[src/rtl/winograd_filter_xform_pipe.sv]
// Two-stage elastic Winograd F(2x2,3x3) filter transform U = G.g.G^T with channel tagging.
// Define WINO_XFORM_ROUND_EN to round half toward +inf on the /2 and /4 scaling instead of flooring.
module winograd_filter_xform_pipe #(
    parameter int W      = 8,
    parameter int OUT_W  = W + 2,
    parameter int NUM_CH = 16,
    parameter int CH_W   = (NUM_CH > 1) ? $clog2(NUM_CH) : 1
) (
    input  logic                clk,
    input  logic                rst,
    input  logic                in_valid,
    output logic                in_ready,
    input  logic [9*W-1:0]      in_filter,
    output logic                out_valid,
    input  logic                out_ready,
    output logic [16*OUT_W-1:0] out_filter,
    output logic [CH_W-1:0]     out_ch,
    output logic                out_last
);
    localparam int TW = W + 2;
    localparam int SW = W + 4;
    localparam logic [CH_W-1:0] LAST_CH = CH_W'(NUM_CH - 1);

    logic                 r_s1_valid;
    logic signed [TW-1:0] r_t [4][3];
    logic                 r_s2_valid;
    logic [16*OUT_W-1:0]  r_u;
    logic [CH_W-1:0]      r_ch;
    logic                 r_last;

    logic                 w_s1_load;
    logic                 w_s2_load;
    logic signed [TW-1:0] w_t [4][3];
    logic signed [SW-1:0] w_s [4][4];
    logic [16*OUT_W-1:0]  w_u;

    function automatic logic signed [TW-1:0] sx_in(input logic [W-1:0] v);
        return {{(TW - W){v[W-1]}}, v};
    endfunction

    function automatic logic signed [SW-1:0] sx_t(input logic [TW-1:0] v);
        return {{(SW - TW){v[TW-1]}}, v};
    endfunction

    assign w_s2_load = !r_s2_valid || out_ready;
    assign w_s1_load = !r_s1_valid || w_s2_load;
    assign in_ready  = w_s1_load && !rst;

    // Column pass with the unscaled G' = [1 0 0; 1 1 1; 1 -1 1; 0 0 1].
    always_comb begin
        for (int c = 0; c < 3; c++) begin
            w_t[0][c] = sx_in(in_filter[c*W +: W]);
            w_t[1][c] = sx_in(in_filter[c*W +: W]) + sx_in(in_filter[(3+c)*W +: W])
                      + sx_in(in_filter[(6+c)*W +: W]);
            w_t[2][c] = sx_in(in_filter[c*W +: W]) - sx_in(in_filter[(3+c)*W +: W])
                      + sx_in(in_filter[(6+c)*W +: W]);
            w_t[3][c] = sx_in(in_filter[(6+c)*W +: W]);
        end
    end

    always_comb begin
        for (int r = 0; r < 4; r++) begin
            w_s[r][0] = sx_t(r_t[r][0]);
            w_s[r][1] = sx_t(r_t[r][0]) + sx_t(r_t[r][1]) + sx_t(r_t[r][2]);
            w_s[r][2] = sx_t(r_t[r][0]) - sx_t(r_t[r][1]) + sx_t(r_t[r][2]);
            w_s[r][3] = sx_t(r_t[r][2]);
        end
    end

    // The halves in G become a per-position shift: one per middle row/column index.
    for (genvar r = 0; r < 4; r++) begin : g_row
        for (genvar c = 0; c < 4; c++) begin : g_col
            localparam int K = ((r == 1 || r == 2) ? 1 : 0) + ((c == 1 || c == 2) ? 1 : 0);
            logic signed [SW-1:0] w_sh;
            if (K == 0) begin : g_k0
                assign w_sh = w_s[r][c];
            end else begin : g_kn
`ifdef WINO_XFORM_ROUND_EN
                localparam logic signed [SW-1:0] RND = SW'(1 << (K - 1));
                assign w_sh = (w_s[r][c] + RND) >>> K;
`else
                assign w_sh = w_s[r][c] >>> K;
`endif
            end
            if (OUT_W >= SW) begin : g_wide
                assign w_u[(r*4+c)*OUT_W +: OUT_W] = OUT_W'(w_sh);
            end else begin : g_sat
                localparam logic signed [SW-1:0] MAXV = SW'((1 << (OUT_W - 1)) - 1);
                localparam logic signed [SW-1:0] MINV = SW'(-(1 << (OUT_W - 1)));
                assign w_u[(r*4+c)*OUT_W +: OUT_W] = (w_sh > MAXV) ? OUT_W'(MAXV) :
                                                     (w_sh < MINV) ? OUT_W'(MINV) :
                                                                     OUT_W'(w_sh);
            end
        end
    end

    always_ff @(posedge clk) begin
        if (rst) begin
            r_s1_valid <= 1'b0;
        end else if (w_s1_load) begin
            r_s1_valid <= in_valid;
        end
    end

    always_ff @(posedge clk) begin
        if (!rst && w_s1_load && in_valid) begin
            r_t <= w_t;
        end
    end

    always_ff @(posedge clk) begin
        if (rst) begin
            r_s2_valid <= 1'b0;
            r_u        <= '0;
        end else if (w_s2_load) begin
            r_s2_valid <= r_s1_valid;
            if (r_s1_valid) begin
                r_u <= w_u;
            end
        end
    end

    always_ff @(posedge clk) begin
        if (rst) begin
            r_ch   <= '0;
            r_last <= (NUM_CH == 1);
        end else if (r_s2_valid && out_ready) begin
            if (r_ch == LAST_CH) begin
                r_ch   <= '0;
                r_last <= (NUM_CH == 1);
            end else begin
                r_ch   <= r_ch + 1'b1;
                r_last <= ((r_ch + 1'b1) == LAST_CH);
            end
        end
    end

    assign out_valid  = r_s2_valid;
    assign out_filter = r_u;
    assign out_ch     = r_ch;
    assign out_last   = r_last;

endmodule
[config.mk]
export PLATFORM = sky130hd
export DESIGN_NAME = winograd_filter_xform_pipe
export DESIGN_NICKNAME = d
export VERILOG_FILES = /design/src/rtl/winograd_filter_xform_pipe.sv
export SDC_FILE = /design/constraint.sdc
export NUM_CORES = 1
export LEC_CHECK = 0
export CELL_PAD_IN_SITES_DETAIL_PLACEMENT = 1
export CELL_PAD_IN_SITES_GLOBAL_PLACEMENT = 1
export CORE_MARGIN = 10
export CORE_UTILIZATION = 43
export CTS_CLUSTER_DIAMETER = 80
export DETAILED_ROUTE_END_ITERATION = 10
export PLACE_DENSITY_LB_ADDON = 0.1
export SLEW_MARGIN = 20
export SYNTH_ARGS = -nofsm -noshare
export SYNTH_HDL_FRONTEND = slang
export SYNTH_SLANG_ARGS = --single-unit
[constraint.sdc]
create_clock -name clk -period 5.6 [get_ports clk]
set_input_delay 1.4 -clock clk [delete_from_list [all_inputs] [get_ports clk]]
set_output_delay 1.4 -clock clk [all_outputs]
set_load 0.05 [all_outputs]
# ---- Yosys cells after proc, flatten, opt, wreduce, memory -nomap -nowiden
# Index checks and enable logic that the tools add are counted.
dict set report word_totals {
  inputBits 76
  out_inout_bits 167
  ff_bits 275
  wordCells 123
}
dict set report op_classes {
  n_mux 34
  addsub 29
  magnitude_cmp 32
  reduce_logical 9
  n_eq_ne 2
}
# op n
set op_table {}
lappend op_table {{$mux 10} 32}
lappend op_table {{$add 9x8->10} 10}
lappend op_table {{$gt 9x10->1 const B} 8}
lappend op_table {{$lt 9x10->1 const B} 8}
lappend op_table {{$add 11x10->12} 4}
lappend op_table {{$add 8x8->9} 5}
lappend op_table {{$sub 8x8->9} 5}
lappend op_table {{$gt 10x10->1 const B} 4}
lappend op_table {{$gt 8x10->1 const B} 4}
lappend op_table {{$lt 10x10->1 const B} 4}
lappend op_table {{$lt 8x10->1 const B} 4}
lappend op_table {{$add 10x10->11} 2}
lappend op_table {{$sub 10x10->11} 2}
lappend op_table {{$eq 4x4->1 const B} 2}
lappend op_table {{$add 4x1->4 const B} 1}
lappend op_table {{$mux 4} 1}
lappend op_table {{$logic_and 1x1->1} 3}
lappend op_table {{$logic_not 1->1} 3}
lappend op_table {{$logic_or 1x1->1} 2}
lappend op_table {{$reduce_and 2->1} 1}
lappend op_table {{$mux 1} 1}

# ---- Longest topological paths before layout
dict set report depth {
  word_depth 5
  depth_mapped 12
  depth_no_buf 12
}

# ---- Worst setup path before layout
# Ideal clock, no wire load.
dict set report synth_path {
  path_type {input-to-reg}
  start {in rst}
  end {reg r_t, in the netlist g_row[0].g_col[0].w_sh[0], enable pin}
  path_buffers 2
  t_arrival_ns 5.134
  required_ns 5.125
  cell_stages 4
  setup_time_ns 0.475
  slack_ns -0.009
  path_cell_list {clkbuf_1 > clkbuf_1 > a21oi_1 > and2_1}
}
dict set report synth_via {
  elab_chain_cells 3
}
# element line_no
set synth_lines {}
lappend synth_lines {{from (decl)} 10} ;# input logic rst,
lappend synth_lines {{$logic_not 1->1} n/a}
lappend synth_lines {{$logic_and 1x1->1} n/a}
lappend synth_lines {{via in_ready} 12} ;# output logic in_ready,
lappend synth_lines {{$logic_and 1x1->1} 106} ;# if (!rst && w_s1_load && in_valid) begin
lappend synth_lines {{to (signal assigned)} 107} ;# r_t <= w_t;
lappend synth_lines {{to (decl)} 25} ;# logic signed [TW-1:0] r_t [4][3];
# The timed path passes the listed nets, and every way through them passes these cells.
# A chain may end at the register's enable or synchronous reset.

# ---- Worst setup path after layout
dict set report layout_path {
  start {in out_ready}
  end {out in_ready}
}
dict set report layout_via {
  elab_chain_cells 3
}
# element line_no
set layout_lines {}
lappend layout_lines {{from (decl)} 15} ;# input logic out_ready,
lappend layout_lines {{$logic_or 1x1->1} 45} ;# assign w_s2_load = !r_s2_valid || out_ready;
lappend layout_lines {{$logic_or 1x1->1} 46} ;# assign w_s1_load = !r_s1_valid || w_s2_load;
lappend layout_lines {{$logic_and 1x1->1} 47} ;# assign in_ready = w_s1_load && !rst;
lappend layout_lines {{to (decl)} 12}
# No other way between the ends.

==> results.sh <==
export IMPL_status="finished clean"
export IMPL_critPathKind="in -> out"
export IMPL_rsz0062_at_grt="no"
export IMPL_drc=0
export IMPL_hold_path_end="out_filter[53]"
export IMPL_fin_area_um2=21200
export IMPL_crit_path_start_kind="primary input"
export IMPL_r2r_slack_ns=2.25
export IMPL_power_density_nw_per_um2=367
export IMPL_vias=13700
export IMPL_port_buffers=242
export IMPL_synth_edf_count=105
export IMPL_grt_pass1_wl_um=86500
export IMPL_initial_core_util=0.433
export IMPL_gp_congestion=0.884
export IMPL_multi_input_area_um2=9010
export IMPL_ys_flop_type="dfxtp_1"
export IMPL_synth_async_sr_flop_share=0
export IMPL_numCtsBuffers=35
export IMPL_area_growth_pct=23.9
export IMPL_synth_cell_types=61
export IMPL_arrival_ns=3.18
export IMPL_p_leak_nw=9.44
export IMPL_timing_hold_violations_final=0
export IMPL_seqCellArea_um2=6420
export IMPL_post_cts_setup_buffers=0
export IMPL_post_cts_resized=0
export IMPL_layoutNonFillerInstCount=2651
export IMPL_reg2reg_to="out_filter[56]"
export IMPL_hpwl_um=44900
export IMPL_holdBufCountCts=0
export IMPL_hold_path_class="reg -> reg"
export IMPL_pre_cts_ws_ns=0.858
export IMPL_core_area_um2=39500
export IMPL_synth_seq_area_share=0.374
export IMPL_io_pins=243
export IMPL_clk_pin_slew_ns=0.05
export IMPL_synthSimpleGateAreaFrac=0.128
export IMPL_dieArea_um2=48200
export IMPL_syn_nets=2202
export IMPL_synth_top_cell_by_area="dfxtp_1"
export IMPL_crit_fanout=5
export IMPL_wirelength_um=56700
export IMPL_clk_latency_ns=0.55
export IMPL_cts_tree="built"
export IMPL_synth_cells=1871
export IMPL_crit_required_ns=4.20
export IMPL_cts_root_buf="clkbuf_16"
export IMPL_syn_area_um2=17100
export IMPL_grt_ovfl_total=0
export IMPL_synthTopCellsByArea="dfxtp_1 19%, edfxtp_1 18%, fa_1 14%"
export IMPL_drtAntennaViolNets=0
export IMPL_routed_via_density=5.16
export IMPL_dp_cells=2585
export IMPL_fmax_mhz=218
export IMPL_end_kind="primary output"
export IMPL_hp_start="out_filter[53]"
export IMPL_cts_max_level=2
export IMPL_cts_path_max_buffers=3
export IMPL_period_needed_ns=4.58
export IMPL_die_h_um=220
export IMPL_synth_compound_area_frac=0.128
export IMPL_worst_hold_slack_ns=0.449
export IMPL_maxSlewViolCount=0
export IMPL_tns_ns=0
export IMPL_rows=73
export IMPL_ys_seq_elements=268
export IMPL_ir_drop_uv=200
export IMPL_setup_viol=0
export IMPL_dr_pass1_iters=4
export IMPL_finalCritPeriodShare=0.818
export IMPL_grt_max_degree=167
export IMPL_dr_first_iter_drc_count=704
export IMPL_synth_xor_area_share=0.0271
export IMPL_rr_worst_depth=10
export IMPL_routedWlPerCell_um=21.4
export IMPL_die_x_um=220
export IMPL_drive_above_1_share=0.0344
export IMPL_clock_sinks=268
export IMPL_yosysWarnings=0
export IMPL_worstMarginPinSlew_ns=0.930
export IMPL_final_nets=2428
export IMPL_synthMuxAreaShare=0.00175
export IMPL_grt_pass1_vias=14900
export IMPL_synth_top_area_share=0.190
export IMPL_synth_avg_cell_area_um2=9.16
export IMPL_antenna_found_initial=4
export IMPL_worst_slack_ns=1.02
export IMPL_grt_usage=0.234
export IMPL_timing_rr_start="g_row[1].g_col[0].w_sh[2]"
export IMPL_synth_top_family_by_area="adder cells"
export IMPL_fillers=4560
export IMPL_synthAdderAreaFrac=0.239
export IMPL_maxCapViolCount=0
export IMPL_slew_headroom=0.380
export IMPL_post_dp_cell_area_um2=20100
export IMPL_min_path_cells=2
export IMPL_fin_worst_skew_ns=0.0125
==> registers in the layout (all words and copies together) (netlist names) <==
name              flops
out_ch                4
out_valid             1
r_t                  37
out_filter          156
out_last              1
r_s1_valid            1
g_row.g_col.w_sh     68
==> per-stage QoR <==
| stage | util | total power, mW |
|---|---|---|
| 6_report | 0.537 | 7.80 |
| 3_5_place_dp | 0.508 | 5.54 |
| 2_1_floorplan | - | 4.52 |
| 3_3_place_gp | 0.508 | 5.43 |
| 5_1_grt | 0.537 | 8.25 |
| 4_1_cts | 0.537 | 7.86 |
==> worst max-delay path by stage <==
stage | endpoint | slack, ns | start
after CTS | in_ready | 1.01 | out_ready
final | in_ready | 1.02 | out_ready
after global routing | in_ready | 0.94 | out_ready
after detailed placement | r_t[79] | 0.86 | in_filter[9]
after floorplan | g_row[0].g_col[0].w_sh[0] | 1.11 | rst
after global placement | g_row[1].g_col[3].w_sh[8] | 1.01 | in_filter[17]
==> cell usage in the layout (no fill, tap or decap), types with 45 or more instances in the layout <==
cell	count
nand2_1	237
inv_1	396
edfxtp_1	105
clkdlybuf4s50_1	241
ha_1	134
fa_1	121
a21oi_1	163
nor2_1	76
o21ai_0	45
dfxtp_1	163
==> per-layer routing <==
layer,wire [µm],global-route usage,up-vias
met5,0,0,-
met4,1930,0.0920,0
met3,2980,0.0415,70
met2,27000,0.392,305
met1,24800,0.296,6798
li1,-,-,6498
==> cell type report <==
| class | count | share of cell area |
|---|---|---|
| multi-input cells | 1145 | 0.424 |
| flip-flops and latches | 268 | 0.302 |
| clock inverters | 12 | 0.00601 |
| inverters | 396 | 0.0700 |
| repair buffers | 251 | 0.118 |
| well taps | 525 | 0.0309 |
| diodes | 3 | 0.000353 |
| clock buffers | 51 | 0.0484 |
==> logic make-up after synthesis <==
kind of cell / count (synthesis)
flip-flops: 268
multiplexers: 3
AO/OA/AOI/OAI: 352
adder cells (fa/ha/maj): 255
buffers and inverters: 458
XOR/XNOR: 53
AND/OR/NAND/NOR: 482
==> cells in the mapped netlist (7+ instances only) <==
library cell    n
a21o_1         29
edfxtp_1      105
nand4_1         7
nor3_1         31
dfxtp_1       163
o21ai_0        45
nor2_1         76
nor2b_1        23
or3_1          15
clkbuf_1       53
a21boi_0       17
a211o_1         7
a21oi_1       163
xor2_1         13
inv_1         396
o211ai_1       13
nand2_1       237
nand2b_1       16
o311ai_0        8
and3_1         12
ha_1          134
xnor2_1        40
a31oi_1         9
a211oi_1       11
nand3_1        32
fa_1          121
==> worst max-delay path: stages <==
cell and delay, ns:
clkdlybuf4s50_1 0.44, nor2b_1 0.41, a21oi_1 0.19, clkdlybuf4s50_1 0.74
==> where the power goes <==
| part | internal, mW | leakage, nW | switching [mW] |
|---|---|---|---|
| Combinational | 1.13 | 6.55 | 1.98 |
| Sequential | 2.28 | 2.32 | 0.136 |
| Clock | 1.37 | 0.570 | 0.903 |
| Total | 4.79 | 9.44 | 3.02 |
Note: power is estimated with default switching activity, not from simulation.
